[config.mk]
export PLATFORM = sky130hd
export DESIGN_NAME = instr_fetch_queue
export DESIGN_NICKNAME = d
export VERILOG_FILES = /design/src/rtl/mips_pkg.sv /design/src/rtl/fetch_fifo.sv /design/src/rtl/instr_fetch_queue.sv
export SDC_FILE = /design/constraint.sdc
export NUM_CORES = 1
export LEC_CHECK = 0
export CAP_MARGIN = 20
export CORE_MARGIN = 3
export CORE_UTILIZATION = 58
export CTS_BUF_LIST = sky130_fd_sc_hd__clkbuf_4 sky130_fd_sc_hd__clkbuf_8 sky130_fd_sc_hd__clkbuf_16
export DETAILED_ROUTE_END_ITERATION = 7
export PLACE_DENSITY = 0.89
export SLEW_MARGIN = 20
export SYNTH_ARGS = -nofsm -noshare
export SYNTH_HDL_FRONTEND = slang
export SYNTH_SLANG_ARGS = --single-unit
[constraint.sdc]
create_clock -name Clk -period 7.3 [get_ports Clk]
set_input_delay 1.825 -clock Clk [delete_from_list [all_inputs] [get_ports Clk]]
set_output_delay 1.825 -clock Clk [all_outputs]
set_load 0.005 [all_outputs]
[src/rtl/mips_pkg.sv]
// rtl/mips_pkg.sv - shared word, PC step and NOP constants for the fetch path
// Purpose: common constants and a PC alignment helper for the fetch queue.
// Ports: none (package).
package mips_pkg;

  localparam int          WORD_W    = 32;
  localparam int          ENTRY_W   = 2 * WORD_W;
  localparam logic [31:0] PC_STEP   = 32'd4;
  localparam logic [31:0] NOP_INSTR = 32'h0000_0000;

  // Fetch addresses are word aligned; the low two byte-offset bits are dropped.
  function automatic logic [WORD_W-1:0] align_pc(input logic [WORD_W-1:0] pc);
    return {pc[WORD_W-1:2], 2'b00};
  endfunction

endpackage

[src/rtl/fetch_fifo.sv]
// rtl/fetch_fifo.sv - circular FIFO holding {pc, instruction} fetch entries
// Purpose: DEPTH-entry storage with read/write pointers and an occupancy count.
// Ports:
//   clk    - clock, rising edge
//   reset  - synchronous active-high reset of pointers and count
//   flush  - synchronous clear of pointers and count (redirect)
//   push   - write wdata at the tail (caller guarantees not full)
//   pop    - drop the head entry (caller guarantees not empty)
//   wdata  - entry to write
//   rdata  - head entry (meaningful only when count != 0)
//   count  - occupied entries
module fetch_fifo
  import mips_pkg::*;
#(
  parameter int DEPTH = 4,
  parameter int EW    = ENTRY_W,
  localparam int AW   = (DEPTH > 1) ? $clog2(DEPTH) : 1,
  localparam int CW   = $clog2(DEPTH + 1)
) (
  input  logic          clk,
  input  logic          reset,
  input  logic          flush,
  input  logic          push,
  input  logic          pop,
  input  logic [EW-1:0] wdata,
  output logic [EW-1:0] rdata,
  output logic [CW-1:0] count
);

  logic [EW-1:0] mem [DEPTH];
  logic [AW-1:0] wr_ptr;
  logic [AW-1:0] rd_ptr;

  // Storage is never cleared; the count masks stale entries.
  always_ff @(posedge clk) begin
    if (push) begin
      mem[wr_ptr] <= wdata;
    end
  end

  // DEPTH is a power of two, so pointers wrap naturally at AW bits.
  always_ff @(posedge clk) begin
    if (reset || flush) begin
      wr_ptr <= '0;
      rd_ptr <= '0;
      count  <= '0;
    end else begin
      if (push) begin
        wr_ptr <= wr_ptr + 1'b1;
      end
      if (pop) begin
        rd_ptr <= rd_ptr + 1'b1;
      end
      case ({push, pop})
        2'b10:   count <= count + CW'(1);
        2'b01:   count <= count - CW'(1);
        default: count <= count;
      endcase
    end
  end

  assign rdata = mem[rd_ptr];

endmodule

[src/rtl/instr_fetch_queue.sv]
// rtl/instr_fetch_queue.sv - instruction fetch PC and prefetch queue in front of decode
// Purpose: fetches one word per cycle from a combinational ROM into a queue,
//          presents the head to decode, and restarts fetch on redirect.
// Ports:
//   Clk        - clock, rising edge
//   Reset      - synchronous active-high reset
//   RomAddr    - byte address to ROM (the current fetch PC)
//   RomData    - combinational ROM data for RomAddr
//   Redirect   - flush queue and restart fetch at RedirectPC
//   RedirectPC - new fetch byte address (word aligned internally)
//   InstrValid - head entry present
//   InstrReady - decode accepts the head this cycle
//   Instr      - head instruction word (0 when empty)
//   InstrPC    - head instruction byte address (0 when empty)
//   Count      - occupied entries
module instr_fetch_queue
  import mips_pkg::*;
#(
  parameter int          DEPTH    = 4,
  parameter logic [31:0] RESET_PC = 32'h0000_0000,
  localparam int         CW       = $clog2(DEPTH + 1)
) (
  input  logic              Clk,
  input  logic              Reset,
  output logic [WORD_W-1:0] RomAddr,
  input  logic [WORD_W-1:0] RomData,
  input  logic              Redirect,
  input  logic [WORD_W-1:0] RedirectPC,
  output logic              InstrValid,
  input  logic              InstrReady,
  output logic [WORD_W-1:0] Instr,
  output logic [WORD_W-1:0] InstrPC,
  output logic [CW-1:0]     Count
);

  localparam logic [CW-1:0] FULL_CNT = CW'(DEPTH);

  logic [WORD_W-1:0]  fetch_pc;
  logic [ENTRY_W-1:0] head;
  logic               full;
  logic               push;
  logic               pop;

  // Fullness is judged on the start-of-cycle count, so a pop never frees
  // room for a push in the same cycle.
  assign full       = (Count == FULL_CNT);
  assign push       = !Reset && !Redirect && !full;
  assign InstrValid = (Count != '0);
  assign pop        = InstrValid && InstrReady && !Reset && !Redirect;

  always_ff @(posedge Clk) begin
    if (Reset) begin
      fetch_pc <= RESET_PC;
    end else if (Redirect) begin
      fetch_pc <= align_pc(RedirectPC);
    end else if (push) begin
      fetch_pc <= fetch_pc + PC_STEP;
    end
  end

  fetch_fifo #(
    .DEPTH (DEPTH),
    .EW    (ENTRY_W)
  ) u_fifo (
    .clk   (Clk),
    .reset (Reset),
    .flush (Redirect),
    .push  (push),
    .pop   (pop),
    .wdata ({fetch_pc, RomData}),
    .rdata (head),
    .count (Count)
  );

  assign RomAddr = fetch_pc;
  assign Instr   = InstrValid ? head[WORD_W-1:0]       : NOP_INSTR;
  assign InstrPC = InstrValid ? head[ENTRY_W-1:WORD_W] : 32'h0;

endmodule

==> results of run 1 <==
-- power by group --
| group | internal [W] | total, W | leakage (nW) | switching (W) |
|---|---|---|---|---|
| logic | 0.000103 | 0.000181 | 1.51 | 0.0000780 |
| clock network | 0.000918 | 0.00150 | 0.498 | 0.000580 |
| registers | 0.00183 | 0.00186 | 2.60 | 0.0000360 |
-- worst max-delay path, cell delays in order, from the launching register on --
cell             delay, ns
dfxtp_4               0.88
buf_4                 0.55
mux4_2                0.57
and2_1                0.19
clkdlybuf4s50_1       0.46
-- routing by layer --
| metal | part of all wire, % | wire (um) | GRT usage, % |
|---|---|---|---|
| met5 | 0 | 0 | 0 |
| met4 | 1.6 | 383 | 5.172 |
| met3 | 9.0 | 2147 | 5.089 |
| met2 | 50 | 11880 | 37.05 |
| met1 | 40 | 9544 | 31.02 |
-- logic make-up after synthesis --
group	after synthesis
compound gates	40
xor+xnor	28
fa+ha+maj	7
buf+inv	50
flops	287
mux	65
other cells	1
simple gates	182
-- state kept, by name, indices dropped and copies added (netlist names), named ones only --
signal	count
u_fifo.wr_ptr	2
u_fifo.mem	248
RomAddr	30
u_fifo.rd_ptr	2
u_fifo.count	3
-- per-stage QoR --
step / worst slack [ns] / hold WS, ns / area [sq um] / utilization (%)
after CTS: 2.119 / 0.5052 / 14380 / 73.62
after floorplan: 3.332 / 0.4647 / 11570 / -
after global placement: 2.730 / 0.4730 / 13380 / 68.54
after detailed placement: 2.615 / 0.4970 / 13380 / 68.54
final: 2.270 / 0.5201 / 14380 / 73.64
after global routing: 1.988 / 0.5375 / 14380 / 73.64
-- area by class of cell --
class                      count  area [sq um]
clock buffer                  40         850.8
clock inverter                12         140.1
fill                        1185          5147
inverter                      11         41.29
multi-input combinational    326          3146
sequential                   287          8235
tap                          265         331.6
timing repair buffer         164          1634
-- placed cells by master, fill, tap and decap left out, types with 8 or more instances in the layout --
cell type,Yosys,routed
xor2_1,10,10
xnor2_1,18,18
nand2_1,25,25
dfxtp_1,39,37
clkbuf_16,0,30
a211oi_1,15,15
mux4_2,62,62
a21oi_1,10,10
inv_1,11,11
clkdlybuf4s50_1,0,161
and2_1,64,64
nor2_1,32,32
nand3_1,11,11
nand4_1,8,8
edfxtp_1,248,248
-- path summary, 6_finish.rpt --
check | from | to | slack, ns | depth (start not counted)
max | register | InstrPC[22] | 2.27 | 4
min reg2reg | u_fifo.wr_ptr[1]$_SDFFE_PP0P_ | u_fifo.wr_ptr[1]$_SDFFE_PP0P_ | 0.52 | 2
min | u_fifo.wr_ptr[1]$_SDFFE_PP0P_ | u_fifo.wr_ptr[1]$_SDFFE_PP0P_ | 0.52 | 2
max reg2reg | u_fifo.count[0]$_SDFFE_PP0P_ | u_fifo.count[2]$_SDFFE_PP0P_ | 4.52 | 8
==> key figures, run 1 <==
CTS
  – Sink Count: between 200 and 300
  – Max clock buf depth: 3
  – Total CTS buffers: 28
  – Root Driver: clkbuf_16
  – CTS tree: done
  – PostCTS Resize Cnt: 0
  – Worst skew pair latency: 0.53 ns
  – Htree depth: 1
  – CTS Hold Bufs: 0
  – Clock transition at path regs: 0.06 ns
  – Postcts setup bufs: 0

Power and ir drop
  – Lkg Pwr: about 4.6 nW
  – Pwr Density: 246.3 nW/um^2
  – Worst VDD drop: approximately 160 uV
  – Final Power: between 0.003 and 0.004 W

Global route
  – Antenna violations before repair: 0
  – First-pass GRT wire length: ~38 mm
  – Vias in the first global route: roughly 6900
  – GRT Total Usage: 22.38%
  – Overflow after GRT: 0
  – Largest net degree at the start of global routing: 65

STA
  – Worst-margin pin slew: around 1.0 ns
  – RSZ-0062 raised after global routing: false
  – Fin. Hold Viols: 0
  – Setup tns final: 0 ns
  – Max-slew headroom: between 30% and 40%
  – Clk_skew: 0.01258 ns
  – Tmin final: between 5 and 6 ns
  – Crit share post-route: between 60% and 70%
  – Final setup viols: 0
  – Slew Limit Fails: 0
  – Max frequency: between 150 and 200 MHz

Floorplan
  – Die area: 21660 sq um
  – Ports: 168
  – CORE AREA: 19530 sq um
  – Row count: 51
  – Initial core utilization: approximately three fifths
  – Die height: 147.2 um
  – Die Wd: 147.2 um

Drt
  – Final ANT Viol Nets: 0
  – Via-to-Cell Ratio: 5.855
  – Routed WL per cell: between 20 and 25 um
  – # DRC: 0
  – Detailed Routing Iterations Pass 1: 5
  – Initial DRC Count: approximately 470
  – Routed WL: 23.96 mm
  – Vias after detailed routing: about 6500

Finish
  – Share of cells above drive strength 1: 15.95%
  – NumNets Final: about 890
  – # diodes: 0
  – Final Instance Count excl. Fillers: approximately 1100
  – Layout area overhead: 24.37%

Critical path
  – Worst setup EP type: primary output
  – Worst EP arrival: 3.21 ns
  – Critical path peak fanout: 40
  – Setup CP Type: reg2out
  – Worst Path Required: approximately 5.5 ns
  – Startpoint Class: register

Synthesis
  – Simple-Gate Fraction of Synth Area: between 9 and 10%
  – Top cells by area, synth: edfxtp_1 (64%), mux4_2 (12%), dfxtp_1 (6.8%), and2_1 (3.5%), xnor2_1 (1.4%)
  – Seq/Total Area, Yosys: around 71%
  – Compound-gate portion of the synthesized area: 2.294%
  – Post-Synth Adder-Cell Area: 0.8225%
  – Most frequent cells after synthesis: edfxtp_1 (248), and2_1 (64), mux4_2 (62)
  – Synthesis warning total: 0
  – Main synth FF type: edfxtp_1
  – Synth top area share: 64.42%
  – Largest family of logic cells by synthesized area: multiplexers
  – Synth area leader: edfxtp_1
  – Mean area per synthesized cell: 17.52 sq um
  – Netlist Area Pre-Place: 11560 sq um
  – Count of different cell masters after synthesis: 45
  – #FFs+latches synth: 287
  – Top-count cell post-synth: edfxtp_1
  – Synth Area in XOR/XNOR: approximately 2.1%
  – Ys async rst share: 0%
  – Post-synthesis mux area share: 12.35%
  – Number of flops mapped to enable cells by yosys: approximately 250
  – Synth Instances: 660

Hold path
  – Worst Hold Class: reg2reg

Placement
  – DP Wirelength: between 10 and 15 mm
  – Cells after DPL: around 1100
  – PortBufs: ~160
  – Final GP Congestion: 0.8747

Job
  – Max Cap Viol: 0

Status
  – Status: finished clean
No activity file was read; power rests on OpenSTA's default activity.
==> inputs of run 2 (changes only) <==
--- a/config.mk
+++ b/config.mk
@@ -7,10 +7,10 @@
 export LEC_CHECK = 0
 export CAP_MARGIN = 20
 export CORE_MARGIN = 3
-export CORE_UTILIZATION = 58
+export CORE_UTILIZATION = 49
 export CTS_BUF_LIST = sky130_fd_sc_hd__clkbuf_4 sky130_fd_sc_hd__clkbuf_8 sky130_fd_sc_hd__clkbuf_16
 export DETAILED_ROUTE_END_ITERATION = 7
-export PLACE_DENSITY = 0.89
+export PLACE_DENSITY = 0.81
 export SLEW_MARGIN = 20
 export SYNTH_ARGS = -nofsm -noshare
 export SYNTH_HDL_FRONTEND = slang
==> constraint.sdc (replaced) <==
create_clock -name Clk -period 4.4 [get_ports Clk]
set_input_delay 1.1 -clock Clk [delete_from_list [all_inputs] [get_ports Clk]]
set_output_delay 1.1 -clock Clk [all_outputs]
set_load 0.005 [all_outputs]
==> key figures, run 2 (synthesis results as in run 1) <==
Floorplan
  – Initial core utilization: 50.45% (was 59.21%)
  – CORE AREA: 22920 sq um (was 19530 sq um)
  – Die area: 25470 sq um (was 21660 sq um)
  – Die height: 159.6 um (was 147.2 um)
  – Ports: 168 (unchanged)
  – Row count: 55 (was 51)
  – Die Wd: 159.6 um (was 147.2 um)

Job
  – Max Cap Viol: 0 (unchanged)

STA
  – Tmin final: 3.806 ns
  – Setup tns final: 0 ns (unchanged)
  – Max-slew headroom: 52.69% (was 32.21%)
  – Worst-margin pin slew: 0.7097 ns (was 1.017 ns)
  – Fin. Hold Viols: 0 (unchanged)
  – Final setup viols: 0 (unchanged)
  – Final hold slack: 0.5126 ns (was 0.5201 ns)
  – Clk_skew: 0.01174 ns (was 0.01258 ns)
  – RSZ-0062 raised after global routing: false (unchanged)
  – Setup WS post-layout: 0.5936 ns (was 2.270 ns)
  – Max frequency: 262.7 MHz
  – Crit share post-route: 86.51%
  – Slew Limit Fails: 0 (unchanged)

Critical path
  – Crit path largest cell delay: 0.83 ns (was 0.88 ns)
  – Setup CP Type: reg2out (unchanged)
  – Critical path's slowest cell: or3_2 (was dfxtp_4)
  – Worst setup EP type: primary output (unchanged)
  – Crit path cell chain: or3_2 > buf_4 > and2_1 > clkdlybuf4s50_1 (was buf_4 > mux4_2 > and2_1 > clkdlybuf4s50_1)
  – Critical path peak fanout: 35 (was 40)
  – Worst EP arrival: 2.71 ns (was 3.21 ns)
  – Startpoint Class: register (unchanged)
  – Reg2reg setup slack: 1.61 ns (was 4.52 ns)
  – Worst Path Required: 3.30 ns (was 5.48 ns)

Finish
  – Multi-input gate area in the final layout: 3142 sq um (was 3146 sq um)
  – Layout area overhead: 26.47% (was 24.37%)
  – Most frequent cells in the layout: edfxtp_1 (248), clkdlybuf4s50_1 (161), and2_1 (64), mux4_2 (62), dfxtp_1 (37) (unchanged)
  – NumNets Final: 906 (was 893)
  – Fill cell count: 1613 (was 1185)
  – Max reg flops: 248 (unchanged)
  – # diodes: 0 (unchanged)
  – Commonest non-fill, non-tap cell in the layout: edfxtp_1 (unchanged)
  – Sequential Area: 8235 sq um (unchanged)
  – Final Instance Count excl. Fillers: 1166 (was 1105)
  – Biggest register: u_fifo.mem (unchanged)
  – Share of cells above drive strength 1: 17.35% (was 15.95%)

CTS
  – Max clock buf depth: 3 (unchanged)
  – CTS Hold Bufs: 0 (unchanged)
  – Clock transition at path regs: 0.06 ns (about the same)
  – Postcts setup bufs: 0 (unchanged)
  – CTS tree: done (unchanged)
  – Htree depth: 1 (unchanged)
  – Worst skew pair latency: 0.53 ns (about the same)
  – Total CTS buffers: 29 (was 28)
  – Root Driver: clkbuf_16 (unchanged)
  – Sink Count: 287 (unchanged)
  – PostCTS Resize Cnt: 0 (unchanged)

Placement
  – Pre-CTS setup slack: 0.6508 ns (was 2.615 ns)
  – PortBufs: 161 (unchanged)
  – DP Wirelength: 15.14 mm (was 13.98 mm)
  – Final GP Congestion: 0.8383 (was 0.8747)
  – Cells after DPL: 1113 (was 1053)

Drt
  – Detailed Routing Iterations Pass 1: 4 (was 5)
  – # DRC: 0 (unchanged)
  – Vias after detailed routing: 6390 (was 6470)
  – Via-to-Cell Ratio: 5.480 (was 5.855)
  – Initial DRC Count: 354 (was 469)
  – Routed WL: 24.11 mm (was 23.96 mm)
  – Final ANT Viol Nets: 0 (unchanged)
  – Routed WL per cell: 20.67 um (was 21.68 um)

Global route
  – Largest net degree at the start of global routing: 38 (was 65)
  – Overflow after GRT: 0 (unchanged)
  – Antenna violations before repair: 0 (unchanged)
  – First-pass GRT wire length: 37.89 mm (was 37.92 mm)
  – Vias in the first global route: 6619 (was 6917)
  – GRT Total Usage: 18.84% (was 22.38%)

Power and ir drop
  – Worst VDD drop: 324.4 uV (was 160.6 uV)
  – Pwr Density: 404.2 nW/um^2 (was 246.3 nW/um^2)
  – Lkg Pwr: 4.690 nW (was 4.603 nW)
  – Final Power: 0.005910 W (was 0.003541 W)

Hold path
  – Worst Hold Class: reg2reg (unchanged)

Status
  – Status: finished clean (unchanged)
## run 2: metrics by stage
stage          utilization, %  cell area (sq um)
4_1_cts                 63.81              14620
2_1_floorplan               -              11570
6_report                63.81              14620
3_3_place_gp            59.44              13620
3_5_place_dp            59.44              13620
5_1_grt                 63.81              14620
## run 2: report_power, final
part | internal, W | total (W) | switching [W]
sequential | 0.00303 | 0.00309 | 0.0000592
clock | 0.00153 | 0.00252 | 0.000987
combinational | 0.000177 | 0.000306 | 0.000129
## run 2: final timing paths
path | depth (start not counted) | to | startpoint
max reg2reg | 8 | u_fifo.count[2]$_SDFFE_PP0P_ | u_fifo.count[1]$_SDFFE_PP0P_
min reg2reg | 2 | u_fifo.wr_ptr[1]$_SDFFE_PP0P_ | u_fifo.wr_ptr[1]$_SDFFE_PP0P_
min | 2 | u_fifo.wr_ptr[1]$_SDFFE_PP0P_ | u_fifo.wr_ptr[1]$_SDFFE_PP0P_
max | 4 | Instr[28] | u_fifo.count[0]$_SDFFE_PP0P_
## run 2: final cells by class
| type | count | share of cell area (%) |
|---|---|---|
| Sequential cell | 287 | 56.32 |
| Multi-Input combinational cell | 326 | 21.49 |
| Timing Repair Buffer | 176 | 12.39 |
| Clock buffer | 37 | 5.502 |
| Tap cell | 313 | 2.678 |
| Clock inverter | 16 | 1.335 |
| Inverter | 11 | 0.2824 |
## run 2: layer usage
metal | share of wire (%) | track usage (%) | vias to the layer above
li1 | - | - | 2898
met1 | 43 | 26.18 | 3206
met2 | 48 | 31.38 | 251
met3 | 7.0 | 3.512 | 35
met4 | 1.7 | 4.258 | 0
met5 | 0 | 0 | -
## run 2: critical path, delay by kind of cell, from the launching register on
kind                   cells  cell delay, ns
buffers and inverters      2            0.78
DFF                        1            0.38
and+or+nand+nor            2            1.00
==> inputs of run 3 (changes only) <==
==> constraint.sdc (replaced) <==
create_clock -name Clk -period 4.4 [get_ports Clk]
set_input_delay 1.1 -clock Clk [delete_from_list [all_inputs] [get_ports Clk]]
set_output_delay 1.1 -clock Clk [all_outputs]
set_load 0.05 [all_outputs]
==> key figures, run 3 (synthesis results as in run 1) <==
Power and ir drop
  – Switching share of power: 21.60% (was 19.90%)
  – Switching pwr: 0.001275 W (was 0.001176 W)
  – Sequential share of power: 52.3% (was 52.2%)
  – Pwr Density: 405.3 nW/um^2 (was 404.2 nW/um^2)
  – Clock network power share: 40.3% (was 42.6%)
  – Int Pwr: 0.004628 W (was 0.004734 W)
  – Logic pwr share: 7.4% (was 5.2%)
  – Worst VDD drop: 215.2 uV (was 324.4 uV)
  – Lkg Pwr: 4.659 nW (was 4.690 nW)

STA
  – Tmin final: 4.019 ns (was 3.806 ns)
  – Setup tns final: 0 ns (unchanged)
  – Fin. Hold Viols: 0 (unchanged)
  – Worst-margin pin slew: 0.6932 ns (was 0.7097 ns)
  – Max frequency: 248.8 MHz (was 262.7 MHz)
  – Crit share post-route: 91.35% (was 86.51%)
  – Slew Limit Fails: 0 (unchanged)
  – Clk_skew: 0.02064 ns (was 0.01174 ns)
  – Final setup viols: 0 (unchanged)
  – RSZ-0062 raised after global routing: false (unchanged)
  – Max-slew headroom: 53.58% (was 52.69%)

CTS
  – PostCTS Resize Cnt: 0 (unchanged)
  – Postcts setup bufs: 0 (unchanged)
  – Sink Count: 287 (unchanged)
  – Clock transition at path regs: 0.06 ns (about the same)
  – CTS tree: done (unchanged)
  – Worst skew pair latency: 0.53 ns (about the same)
  – Total CTS buffers: 29 (unchanged)
  – Root Driver: clkbuf_16 (unchanged)
  – CTS Hold Bufs: 0 (unchanged)
  – Htree depth: 1 (unchanged)
  – Max clock buf depth: 3 (unchanged)

Drt
  – # DRC: 0 (unchanged)
  – Routed WL: 24.00 mm (was 24.11 mm)
  – Initial DRC Count: 486 (was 354)
  – Detailed Routing Iterations Pass 1: 5 (was 4)
  – Final ANT Viol Nets: 0 (unchanged)
  – Via-to-Cell Ratio: 5.439 (was 5.480)
  – DRT met1 WL: 10.26 mm (was 10.33 mm)
  – Met3 Routed Length: 1.726 mm (was 1.683 mm)
  – Top sig layer: met4 (unchanged)
  – Routed WL per cell: 20.60 um (was 20.67 um)
  – Met2 wire len: 11.65 mm (was 11.69 mm)
  – Vias after detailed routing: 6336 (was 6390)

Hold path
  – Worst Hold Class: reg2reg (unchanged)

Global route
  – Overflow after GRT: 0 (unchanged)
  – First-pass GRT wire length: 37.69 mm (was 37.89 mm)
  – Largest net degree at the start of global routing: 43 (was 38)
  – Antenna violations before repair: 0 (unchanged)
  – GRT Total Usage: 18.78% (was 18.84%)
  – Vias in the first global route: 6599 (was 6619)

Job
  – Max Cap Viol: 0 (unchanged)

Finish
  – Layout area overhead: 25.97% (was 26.47%)
  – Biggest register: u_fifo.mem (unchanged)
  – Fill cell count: 1602 (was 1613)
  – Max reg flops: 248 (unchanged)
  – Share of cells above drive strength 1: 17.25% (was 17.35%)
  – Final Instance Count excl. Fillers: 1165 (was 1166)
  – Commonest non-fill, non-tap cell in the layout: edfxtp_1 (unchanged)
  – # diodes: 0 (unchanged)
  – NumNets Final: 905 (was 906)
  – Most frequent cells in the layout: edfxtp_1 (248), clkdlybuf4s50_1 (161), and2_1 (64), mux4_2 (62), dfxtp_1 (37) (unchanged)

Critical path
  – Worst setup EP type: primary output (unchanged)
  – Startpoint Class: register (unchanged)
  – Setup CP Type: reg2out (unchanged)
  – Crit path largest cell delay: 0.75 ns (was 0.83 ns)
  – Worst EP arrival: 2.92 ns (was 2.71 ns)
  – Worst Path Required: 3.30 ns (about the same)
  – Critical path's slowest cell: or3_2 (unchanged)
  – Critical path peak fanout: 31 (was 35)
  – Crit path cell chain: or3_2 > buf_4 > and2_1 > clkdlybuf4s50_1 (unchanged)

Placement
  – Final GP Congestion: 0.8195 (was 0.8383)
  – Cells after DPL: 1112 (was 1113)
  – DP Wirelength: 15.32 mm (was 15.14 mm)
  – PortBufs: 161 (unchanged)

Floorplan
  – Die area: 25470 sq um (unchanged)
  – Row count: 55 (unchanged)
  – CORE AREA: 22920 sq um (unchanged)
  – Die height: 159.6 um (unchanged)
  – Die Wd: 159.6 um (unchanged)
  – Initial core utilization: 50.45% (unchanged)
  – Ports: 168 (unchanged)

Status
  – Status: finished clean (unchanged)
-- run 3: worst paths after layout --
path | start | to | slack, ns | cells after the start
worst max-delay path | u_fifo.count[0]$_SDFFE_PP0P_ | InstrPC[10] | 0.38 | 4
worst min-delay path | u_fifo.wr_ptr[1]$_SDFFE_PP0P_ | u_fifo.wr_ptr[1]$_SDFFE_PP0P_ | 0.52 | 2
worst max register to register | u_fifo.count[0]$_SDFFE_PP0P_ | u_fifo.count[2]$_SDFFE_PP0P_ | 1.49 | 9
worst min register to register | u_fifo.wr_ptr[1]$_SDFFE_PP0P_ | u_fifo.wr_ptr[1]$_SDFFE_PP0P_ | 0.52 | 2
-- run 3: metrics by stage --
| stage | utilization (%) | power [W] | worst slack (ns) | instance area, sq um | hold slack [ns] |
|---|---|---|---|---|---|
| detailed placement | 59.41 | 0.003582 | 0.5405 | 13610 | 0.5041 |
| finish | 63.55 | 0.005903 | 0.3807 | 14560 | 0.5160 |
| global route | 63.55 | 0.006101 | 0.2588 | 14560 | 0.5295 |
| CTS | 63.55 | 0.005965 | 0.3373 | 14560 | 0.5141 |
| floorplan | - | 0.003380 | 1.084 | 11570 | 0.4647 |
| global placement | 59.41 | 0.003573 | 0.5388 | 13610 | 0.4883 |
-- run 3: critical path: cells and delay by family (launching register included) --
| kind | cells | cell delay (ns) |
|---|---|---|
| flops | 1 | 0.37 |
| simple gates | 2 | 0.95 |
| buf+inv | 2 | 1.04 |
-- run 3: power by group through the flow --
stage / sequential (W) / combinational, W / clock (W)
after floorplan: 0.00319 / 0.000187 / 0
after global placement: 0.00314 / 0.000433 / 0
after detailed placement: 0.00314 / 0.000437 / 0
after CTS: 0.00309 / 0.000439 / 0.00244
after global routing: 0.00309 / 0.000458 / 0.00255
final: 0.00309 / 0.000435 / 0.00238
-- run 3: cell type report --
cell class                 instances  area, sq um  area share [%]
clock buffer                      39        819.5           5.627
multi-input combinational        326         3142           21.57
clock inverter                    14        130.1          0.8935
timing repair buffer             175         1804           12.39
sequential                       287         8235           56.55
inverter                          11        41.29          0.2835
tap                              313        391.6           2.689
-- run 3: layer usage --
| metal | up-vias | GRT usage (%) |
|---|---|---|
| li1 | 2898 | - |
| met1 | 3155 | 26.30 |
| met2 | 251 | 31.09 |
| met3 | 32 | 3.616 |
| met4 | 0 | 4.019 |
| met5 | - | 0 |
